`src/rtl/afg_dds_pkg.sv`:
```
// Shared types and default widths for the function-generator DDS phase accumulator.
package afg_dds_pkg;

    localparam int unsigned ACC_W_DEF = 32;
    localparam int unsigned OUT_W_DEF = 12;

    typedef enum logic [0:0] {
        IDLE,
        PENDING
    } ftw_state_e;

endpackage

```
`src/rtl/phase_acc_dds_if.sv`:
```
// FTW load handshake: master offers a tuning word, slave accepts it when ready.
interface phase_acc_dds_if
    import afg_dds_pkg::*;
#(
    parameter int unsigned ACC_W = ACC_W_DEF
) ();

    logic [ACC_W-1:0] ftw_in;
    logic             ftw_valid;
    logic             ftw_ready;

    modport master (output ftw_in, output ftw_valid, input ftw_ready);
    modport slave  (input ftw_in, input ftw_valid, output ftw_ready);

endinterface

```
`src/rtl/dds_ftw_ctrl.sv`:
```
// FTW handshake FSM: latches a pending tuning word and swaps it into the active FTW
// either on the next edge or at the next accumulator wrap, depending on APPLY_AT_WRAP.
module dds_ftw_ctrl
    import afg_dds_pkg::*;
#(
    parameter int unsigned ACC_W         = ACC_W_DEF,
    parameter bit          APPLY_AT_WRAP = 1'b1
) (
    input  logic             Clock,
    input  logic             rst,
    input  logic             en,
    input  logic             carry,
    input  logic [ACC_W-1:0] ftw_in,
    input  logic             ftw_valid,
    output logic             ftw_ready,
    output logic [ACC_W-1:0] ftw_active
);

    ftw_state_e       state_q, state_d;
    logic [ACC_W-1:0] pend_q, pend_d;
    logic [ACC_W-1:0] active_q, active_d;
    logic             apply;

    always_comb begin
        state_d   = state_q;
        pend_d    = pend_q;
        active_d  = active_q;
        ftw_ready = (state_q == IDLE);
        // A zero FTW never wraps, so waiting for a wrap would deadlock.
        apply     = !APPLY_AT_WRAP || (active_q == '0) || (en && carry);
        unique case (state_q)
            IDLE: begin
                if (ftw_valid) begin
                    pend_d  = ftw_in;
                    state_d = PENDING;
                end
            end
            PENDING: begin
                if (apply) begin
                    active_d = pend_q;
                    state_d  = IDLE;
                end
            end
            default: state_d = IDLE;
        endcase
    end

    always_ff @(posedge Clock) begin
        if (rst) begin
            state_q  <= IDLE;
            pend_q   <= '0;
            active_q <= '0;
        end else begin
            state_q  <= state_d;
            pend_q   <= pend_d;
            active_q <= active_d;
        end
    end

    assign ftw_active = active_q;

endmodule

```
`src/rtl/phase_acc_dds.sv`:
```
// Modulo-2^ACC_W phase accumulator with wrap pulse and truncated phase output.
// Optional PHASE_OFFSET_EN adds a phase_offset port added to the truncated phase.
module phase_acc_dds
    import afg_dds_pkg::*;
#(
    parameter int unsigned ACC_W         = ACC_W_DEF,
    parameter int unsigned OUT_W         = OUT_W_DEF,
    parameter bit          APPLY_AT_WRAP = 1'b1
) (
    input  logic             Clock,
    input  logic             rst,
    input  logic             en,
    input  logic             clr,
    phase_acc_dds_if.slave   ftw_if,
`ifdef PHASE_OFFSET_EN
    input  logic [OUT_W-1:0] phase_offset,
`endif
    output logic [ACC_W-1:0] ftw_active,
    output logic [ACC_W-1:0] acc_out,
    output logic             wrap,
    output logic [OUT_W-1:0] phase_out,
    output logic             phase_valid
);

    logic [ACC_W-1:0] acc_q, acc_d;
    logic             wrap_q, wrap_d;
    logic             en_q, en_d;
    logic [OUT_W-1:0] phase_q, phase_d;
    logic             phase_valid_q, phase_valid_d;
    logic [ACC_W:0]   sum;
    logic             carry;
    logic             ftw_ready;

    assign sum   = {1'b0, acc_q} + {1'b0, ftw_active};
    assign carry = sum[ACC_W];

    // A cleared cycle is not a wrap, so it must not release a pending FTW.
    dds_ftw_ctrl #(
        .ACC_W        (ACC_W),
        .APPLY_AT_WRAP(APPLY_AT_WRAP)
    ) u_ftw_ctrl (
        .Clock     (Clock),
        .rst       (rst),
        .en        (en),
        .carry     (carry & ~clr),
        .ftw_in    (ftw_if.ftw_in),
        .ftw_valid (ftw_if.ftw_valid),
        .ftw_ready (ftw_ready),
        .ftw_active(ftw_active)
    );

    assign ftw_if.ftw_ready = ftw_ready;

    always_comb begin
        acc_d         = acc_q;
        wrap_d        = 1'b0;
        en_d          = en;
        phase_valid_d = en_q;
        phase_d       = acc_q[ACC_W-1 -: OUT_W];
`ifdef PHASE_OFFSET_EN
        phase_d       = acc_q[ACC_W-1 -: OUT_W] + phase_offset;
`endif
        if (clr) begin
            acc_d = '0;
        end else if (en) begin
            acc_d  = sum[ACC_W-1:0];
            wrap_d = carry;
        end
    end

    always_ff @(posedge Clock) begin
        if (rst) begin
            acc_q         <= '0;
            wrap_q        <= 1'b0;
            en_q          <= 1'b0;
            phase_q       <= '0;
            phase_valid_q <= 1'b0;
        end else begin
            acc_q         <= acc_d;
            wrap_q        <= wrap_d;
            en_q          <= en_d;
            phase_q       <= phase_d;
            phase_valid_q <= phase_valid_d;
        end
    end

    assign acc_out     = acc_q;
    assign wrap        = wrap_q;
    assign phase_out   = phase_q;
    assign phase_valid = phase_valid_q;

endmodule

```
`src/flat_wrapper.sv`:
```
// flat-port wrapper written by rule: the top's interface ports become plain ports
module phase_acc_dds_flat import afg_dds_pkg::*;
#(
    parameter int unsigned ACC_W         = ACC_W_DEF,
    parameter int unsigned OUT_W         = OUT_W_DEF,
    parameter bit          APPLY_AT_WRAP = 1'b1
)
  (Clock, rst, en, clr, ftw_active, acc_out, wrap, phase_out, phase_valid, ftw_if_ftw_in, ftw_if_ftw_valid, ftw_if_ftw_ready);
  phase_acc_dds_if #(.ACC_W(ACC_W)) ftw_if_i ();
  input  logic Clock;
  input  logic rst;
  input  logic en;
  input  logic clr;
  output logic [ACC_W-1:0] ftw_active;
  output logic [ACC_W-1:0] acc_out;
  output logic wrap;
  output logic [OUT_W-1:0] phase_out;
  output logic phase_valid;
  input wire logic [$bits(ftw_if_i.ftw_in)-1:0] ftw_if_ftw_in;
  input wire logic [$bits(ftw_if_i.ftw_valid)-1:0] ftw_if_ftw_valid;
  output wire logic [$bits(ftw_if_i.ftw_ready)-1:0] ftw_if_ftw_ready;
  assign ftw_if_i.ftw_in = ftw_if_ftw_in;
  assign ftw_if_i.ftw_valid = ftw_if_ftw_valid;
  assign ftw_if_ftw_ready = ftw_if_i.ftw_ready;
  phase_acc_dds #(.ACC_W(ACC_W), .OUT_W(OUT_W), .APPLY_AT_WRAP(APPLY_AT_WRAP)) u_core (.Clock(Clock), .rst(rst), .en(en), .clr(clr), .ftw_if(ftw_if_i), .ftw_active(ftw_active), .acc_out(acc_out), .wrap(wrap), .phase_out(phase_out), .phase_valid(phase_valid));
endmodule
```
`config.mk`:
```
export PLATFORM = sky130hd
export DESIGN_NAME = phase_acc_dds_flat
export DESIGN_NICKNAME = d
export VERILOG_FILES = /design/src/rtl/afg_dds_pkg.sv /design/src/rtl/phase_acc_dds_if.sv /design/src/rtl/dds_ftw_ctrl.sv /design/src/rtl/phase_acc_dds.sv /design/src/flat_wrapper.sv
export SDC_FILE = /design/constraint.sdc
export NUM_CORES = 1
export LEC_CHECK = 0
export ABC_CLOCK_PERIOD_IN_PS = 8600
export BUFFER_PORTS_ARGS = -buffer_cell sky130_fd_sc_hd__clkbuf_2
export CAP_MARGIN = 10
export CORE_MARGIN = 4
export CORE_UTILIZATION = 60
export CTS_BUF_LIST = sky130_fd_sc_hd__clkbuf_4
export CTS_CLUSTER_SIZE = 28
export DETAILED_ROUTE_END_ITERATION = 10
export PLACE_DENSITY = 0.88
export SLEW_MARGIN = 20
export SYNTH_ARGS = -nofsm -noshare
export SYNTH_HDL_FRONTEND = slang
export SYNTH_SLANG_ARGS = --single-unit
```
`constraint.sdc`:
```
create_clock -name Clock -period 8.6 [get_ports Clock]
set_input_delay 0.43 -clock Clock [delete_from_list [all_inputs] [get_ports Clock]]
set_output_delay 0.43 -clock Clock [all_outputs]
set_load 0.005 [all_outputs]
```
After elaboration in Yosys (flattened, before gate mapping). Index checks and enable logic that the tools add are counted.

Multiplexer cells: 3. Bitwise logic cells: 4. $add $sub $neg: 1. Reduce and logical (&&, ||, !) cells: 7.

Operators with widths (number): $add A32 B32 Y33 (1); $logic_not A32 Y1 (1); $reduce_and A2 Y1 (2); $not A1 Y1 (3); $reduce_or A3 Y1 (1); $mux W1 (2); $pmux W1 S2 (1); $reduce_or A2 Y1 (1); $and A1 B1 Y1 (1); $logic_and A1 B1 Y1 (1); $logic_or A1 B1 Y1 (1).

Flip-flop bits (word level): 112. Input bits: 37. Logic and storage cells: 23.

Depth between registers and ports, before layout.
Depth in word-level cells: 6. Mapped depth: 11. Depth with buffers taken out: 10.

Cells and area by module. From an unflattened synthesis, not the netlist that was laid out.

Cell total of the unflattened synthesis: 708. Area, all modules: 5763.0 µm².

By module, submodules not included: phase_acc_dds (cells each 406, instances 1, sequential area each 940.9 µm², area each 3310.7 µm²); dds_ftw_ctrl (cells each 302, instances 1, sequential area each 1301.2 µm², area each 2452.4 µm²).

Worst setup path before layout. OpenSTA, ideal clock, no wires.

Path kind: register to register. From: reg u_core.u_ftw_ctrl.active_q[0], in the netlist u_core.u_ftw_ctrl.ftw_active[0]. To: reg u_core.u_ftw_ctrl.active_q[10], in the netlist u_core.u_ftw_ctrl.ftw_active[10]. Buffers on the path: 1. Clock period less this slack: 2956 ps. Path slack: 5644 ps. Data required time: 8528 ps. Setup time: 72 ps. Data arrival time: 2884 ps. Stages on the path, launching flop included: 12. Cell sequence: dfxtp_1 ha_1 fa_1 a21o_1 a311o_1 a21oi_2 o221a_4 o41ai_1 a31o_2 a21oi_4 buf_12 mux2i_1.

Word-level cells in the longest chain between the ends: 5. Elaborated cells between the ends (all ways): 6.

RTL lines: start: declaration (RTL line dds_ftw_ctrl.sv:21) `logic [ACC_W-1:0] active_q, active_d;`; start signal: assignment (RTL line dds_ftw_ctrl.sv:56) `active_q <= active_d;`; $add A32 B32 Y33 (RTL line phase_acc_dds.sv:34) `assign sum = {1'b0, acc_q} + {1'b0, ftw_active};`; $and A1 B1 Y1 (RTL line phase_acc_dds.sv:45) `.carry (carry & ~clr),`; $logic_and A1 B1 Y1 (RTL line dds_ftw_ctrl.sv:30) `apply = !APPLY_AT_WRAP || (active_q == '0) || (en && carry);`; $logic_or A1 B1 Y1 * (RTL line dds_ftw_ctrl.sv:30); $reduce_and A2 Y1 (no source line) *.

Mark *: on every way between the ends. The rest lies on a longest branch, timed or not. A chain may end at the register's enable or synchronous reset.

Worst setup path in the final report.
From: reg u_core.u_ftw_ctrl.active_q[0], in the netlist u_core.u_ftw_ctrl.ftw_active[0]. To: reg u_core.u_ftw_ctrl.active_q[22], in the netlist u_core.u_ftw_ctrl.ftw_active[22].

Same word-level chain as after synthesis.

==> out/metrics.yaml <==
run_status:
  status: "complete, no violations"
global_route:
  grt_max_degree: 114
  grt_pass1_wl_mm: 24.3
  overflow: 0
  grt_pass1_vias: 4872
  antenna_found_initial: 0
  grt.total_usage_pct: 26.6
timing:
  rsz0062_at_grt: "no"
  period_minus_slack_ns: 3.41
  period_share_pct: 39.7
  finalSetupViolations: 0
  holdWs_ns: 0.145
  tightest_slew_ns: 0.964
  relSlewSlack_pct: 35.6
  max_freq_ghz: 0.293
  hold_viol_final: 0
  fin_worst_skew_ns: 0.0311
  tns_ns: 0
  slew_violations: 0
cts:
  cts_buffer_depth: 2
  worstSkewPairLatency_ns: 0.47
  path_clk_slew_ns: 0.20
  post-cts-setup-buffer-count: 0
  cts_resized: 0
  postCtsHoldBufs: 0
  cts_tree: "built"
  clkSinkCount: 112
  htree_levels: 3
  cts_buffers: 9
  root_buffer: "clkbuf_4"
power_and_ir_drop:
  p_int_mw: 0.742
  power_density_nw_per_um2: 173
  p_seq_share_pct: 52.6
  p_clk_share_pct: 23.1
  netSwitchingFraction_pct: 34.2
  p_comb_share_pct: 24.3
  power_switching_mw: 0.385
  p_leak_nw: 3.06
  peakVddDrop_mv: 0.142
routing:
  wirelength_mm: 14.9
  post-route-drc-count: 0
  drt_iter0_markers: 278
  postRouteAntennaNets: 0
  m1WireLength_mm: 6.91
  vias: 5099
  drt-vias-per-instance: 5.68
  route.met3.wl_um: 919
  top_layer: "met4"
  wl_met2_mm: 6.94
  dr.pass1.iters: 5
  wl_per_cell_um: 16.6
synth:
  syn_inst: 671
  ys_seq_elements: 112
  synth.cell_area_um2: 5810
  ys_warn_count: 0
  ys_top_cells_by_area: "dfxtp_1 (39%), mux2i_1 (8.4%), ha_1 (6.9%)"
  synth_nets: 741
  ys.flop_type: "dfxtp_1"
  yosys.area.top_type: "dfxtp_1"
  synth_common_cells: "dfxtp_1 (112), nand2_1 (104), nand2b_1 (64), a21oi_1 (59), mux2i_1 (49)"
  ys_seq_area_share_pct: 38.6
  postSynthAreaPerCell_um2: 8.65
  ys_types: 55
  synth_edf_count: 0
  synth_top_area_share_pct: 38.6
  synth_most_common_cell: "dfxtp_1"
  ys_async_sr_fraction_pct: 0
setup_path:
  r2r_end: "u_core.u_ftw_ctrl.ftw_active[22]$_SDFFE_PP0P_"
  arrival_ns: 3.80
  worst_setup_path_end_kind: "register"
  r2r-start: "u_core.u_ftw_ctrl.ftw_active[0]$_SDFFE_PP0P_"
  critPathMaxFanout: 33
  ff2ff_setup_slack_ns: 5.19
  startpoint: "u_core.u_ftw_ctrl.ftw_active[0]$_SDFFE_PP0P_"
  start_kind: "register"
  crit_end: "u_core.u_ftw_ctrl.ftw_active[22]$_SDFFE_PP0P_"
  worstSetupPathType: "register to register"
  reg2regPathDepth: 11
  required_ns: 8.98
finish:
  drive_gt1_share_pct: 18.5
  layout.nets: 834
  n_antenna_cell: 0
  synthToLayoutAreaGrowth_pct: 12.3
  fin_util_pct: 69.9
flow_run:
  drv_cap: 0
floorplan:
  core_um2: 9330
  rows: 35
  initial_utilization_pct: 62.2
  die_h_um: 106
  die_area_um2: 11300
  num_io_pins: 116
  die_w_um: 106
placed_design:
  finalWeightedCongestion: 0.918
  port_buffers: 115
  dp_hpwl_mm: 11.3
hold_path:
  hold_class: "input pin to register"
-- cell type report --
class                      count  area, µm²
clock inverter                 7       71.3
tap                          129        161
fill                         776       2810
inverter                       5       18.8
sequential                   112       2240
clock buffer                   9       67.6
timing repair buffer         117        591
multi-input combinational    519       3370
-- routing by layer --
| layer | global-route usage [%] | vias up |
|---|---|---|
| li1 | - | 2531 |
| met1 | 36.9 | 2401 |
| met2 | 43.4 | 149 |
| met3 | 4.68 | 18 |
| met4 | 6.01 | 0 |
| met5 | 0 | - |
-- worst max-delay path: stages (launching register included) --
cell and delay (ns):
dfxtp_1 0.38, ha_1 0.24, fa_1 0.42, a21o_1 0.21, a311o_1 0.37, a21oi_2 0.22
o221a_4 0.25, o41ai_1 0.09, a31o_2 0.29, a21oi_4 0.13, buf_4 0.46, mux2i_1 0.28
-- worst min path at each step --
stage | start | end | slack (ns) | cells past startpoint
floorplan | u_core.en_q$_SDFF_PP0_ | u_core.phase_valid$_SDFF_PP0_ | 0.41 | 1
global placement | u_core.en_q$_SDFF_PP0_ | u_core.phase_valid$_SDFF_PP0_ | 0.43 | 1
detailed placement | u_core.en_q$_SDFF_PP0_ | u_core.phase_valid$_SDFF_PP0_ | 0.45 | 1
CTS | ftw_if_ftw_in[6] | u_core.u_ftw_ctrl.pend_q[6]$_SDFFE_PP0P_ | 0.14 | 3
global route | ftw_if_ftw_in[5] | u_core.u_ftw_ctrl.pend_q[5]$_SDFFE_PP0P_ | 0.11 | 3
finish | ftw_if_ftw_in[6] | u_core.u_ftw_ctrl.pend_q[6]$_SDFFE_PP0P_ | 0.14 | 3
-- power by group through the flow --
| stage | registers [mW] | clock network [mW] | logic [mW] |
|---|---|---|---|
| after detailed placement | 0.602 | 0 | 0.276 |
| final | 0.593 | 0.260 | 0.274 |
| after floorplan | 0.590 | 0 | 0.242 |
| after global placement | 0.600 | 0 | 0.267 |
| after global routing | 0.597 | 0.284 | 0.303 |
| after CTS | 0.591 | 0.262 | 0.276 |
-- sequential cells by signal, summed over array words and instances (netlist names) --
register,flops
u_core.acc_out,32
u_core.u_ftw_ctrl.ftw_active,32
u_core.u_ftw_ctrl.pend_q,32
u_core.phase_out,12
u_core.en_q,1
u_core.phase_valid,1
u_core.u_ftw_ctrl.state_q,1
u_core.wrap,1
-- cell families (layout without fill, tap and decap cells) --
kind of cell | after synthesis | after routing | share of synthesized area, %
buffers and inverters | 40 | 138 | 3.45
adder cells (fa/ha/maj) | 33 | 33 | 7.24
AO/OA/AOI/OAI | 140 | 140 | 16.0
multiplexers | 49 | 49 | 8.45
AND/OR/NAND/NOR | 278 | 278 | 23.3
XOR/XNOR | 19 | 19 | 2.87
flip-flops | 112 | 112 | 38.6
-- stage by stage --
step	cell area, µm²	power, mW	setup slack (ns)	cells
CTS	6520	1.13	5.20	898
global route	6520	1.18	5.00	898
global placement	6380	0.867	5.36	882
detailed placement	6380	0.878	5.28	882
finish	6520	1.13	5.19	898
floorplan	5810	0.832	5.64	671
-- cell usage in the layout, fill, tap and decap left out, types with 3 or more instances in the layout --
cell type,count
xnor2_1,10
clkbuf_2,115
inv_6,3
mux2i_1,49
and2_1,5
nand2_1,104
or3_1,5
nor2b_1,14
nand3_1,8
o21a_1,3
and3_1,7
inv_1,4
xor2_1,9
a21o_1,9
o211ai_1,4
dfxtp_1,112
a31oi_1,7
nor4_1,7
a21oi_1,59
nor2_1,44
nand2b_1,64
clkbuf_4,9
nand4_1,5
a211oi_1,6
o21ai_0,22
o21bai_1,5
nor3_1,9
ha_1,32
Power figures use the tool's default switching activity.
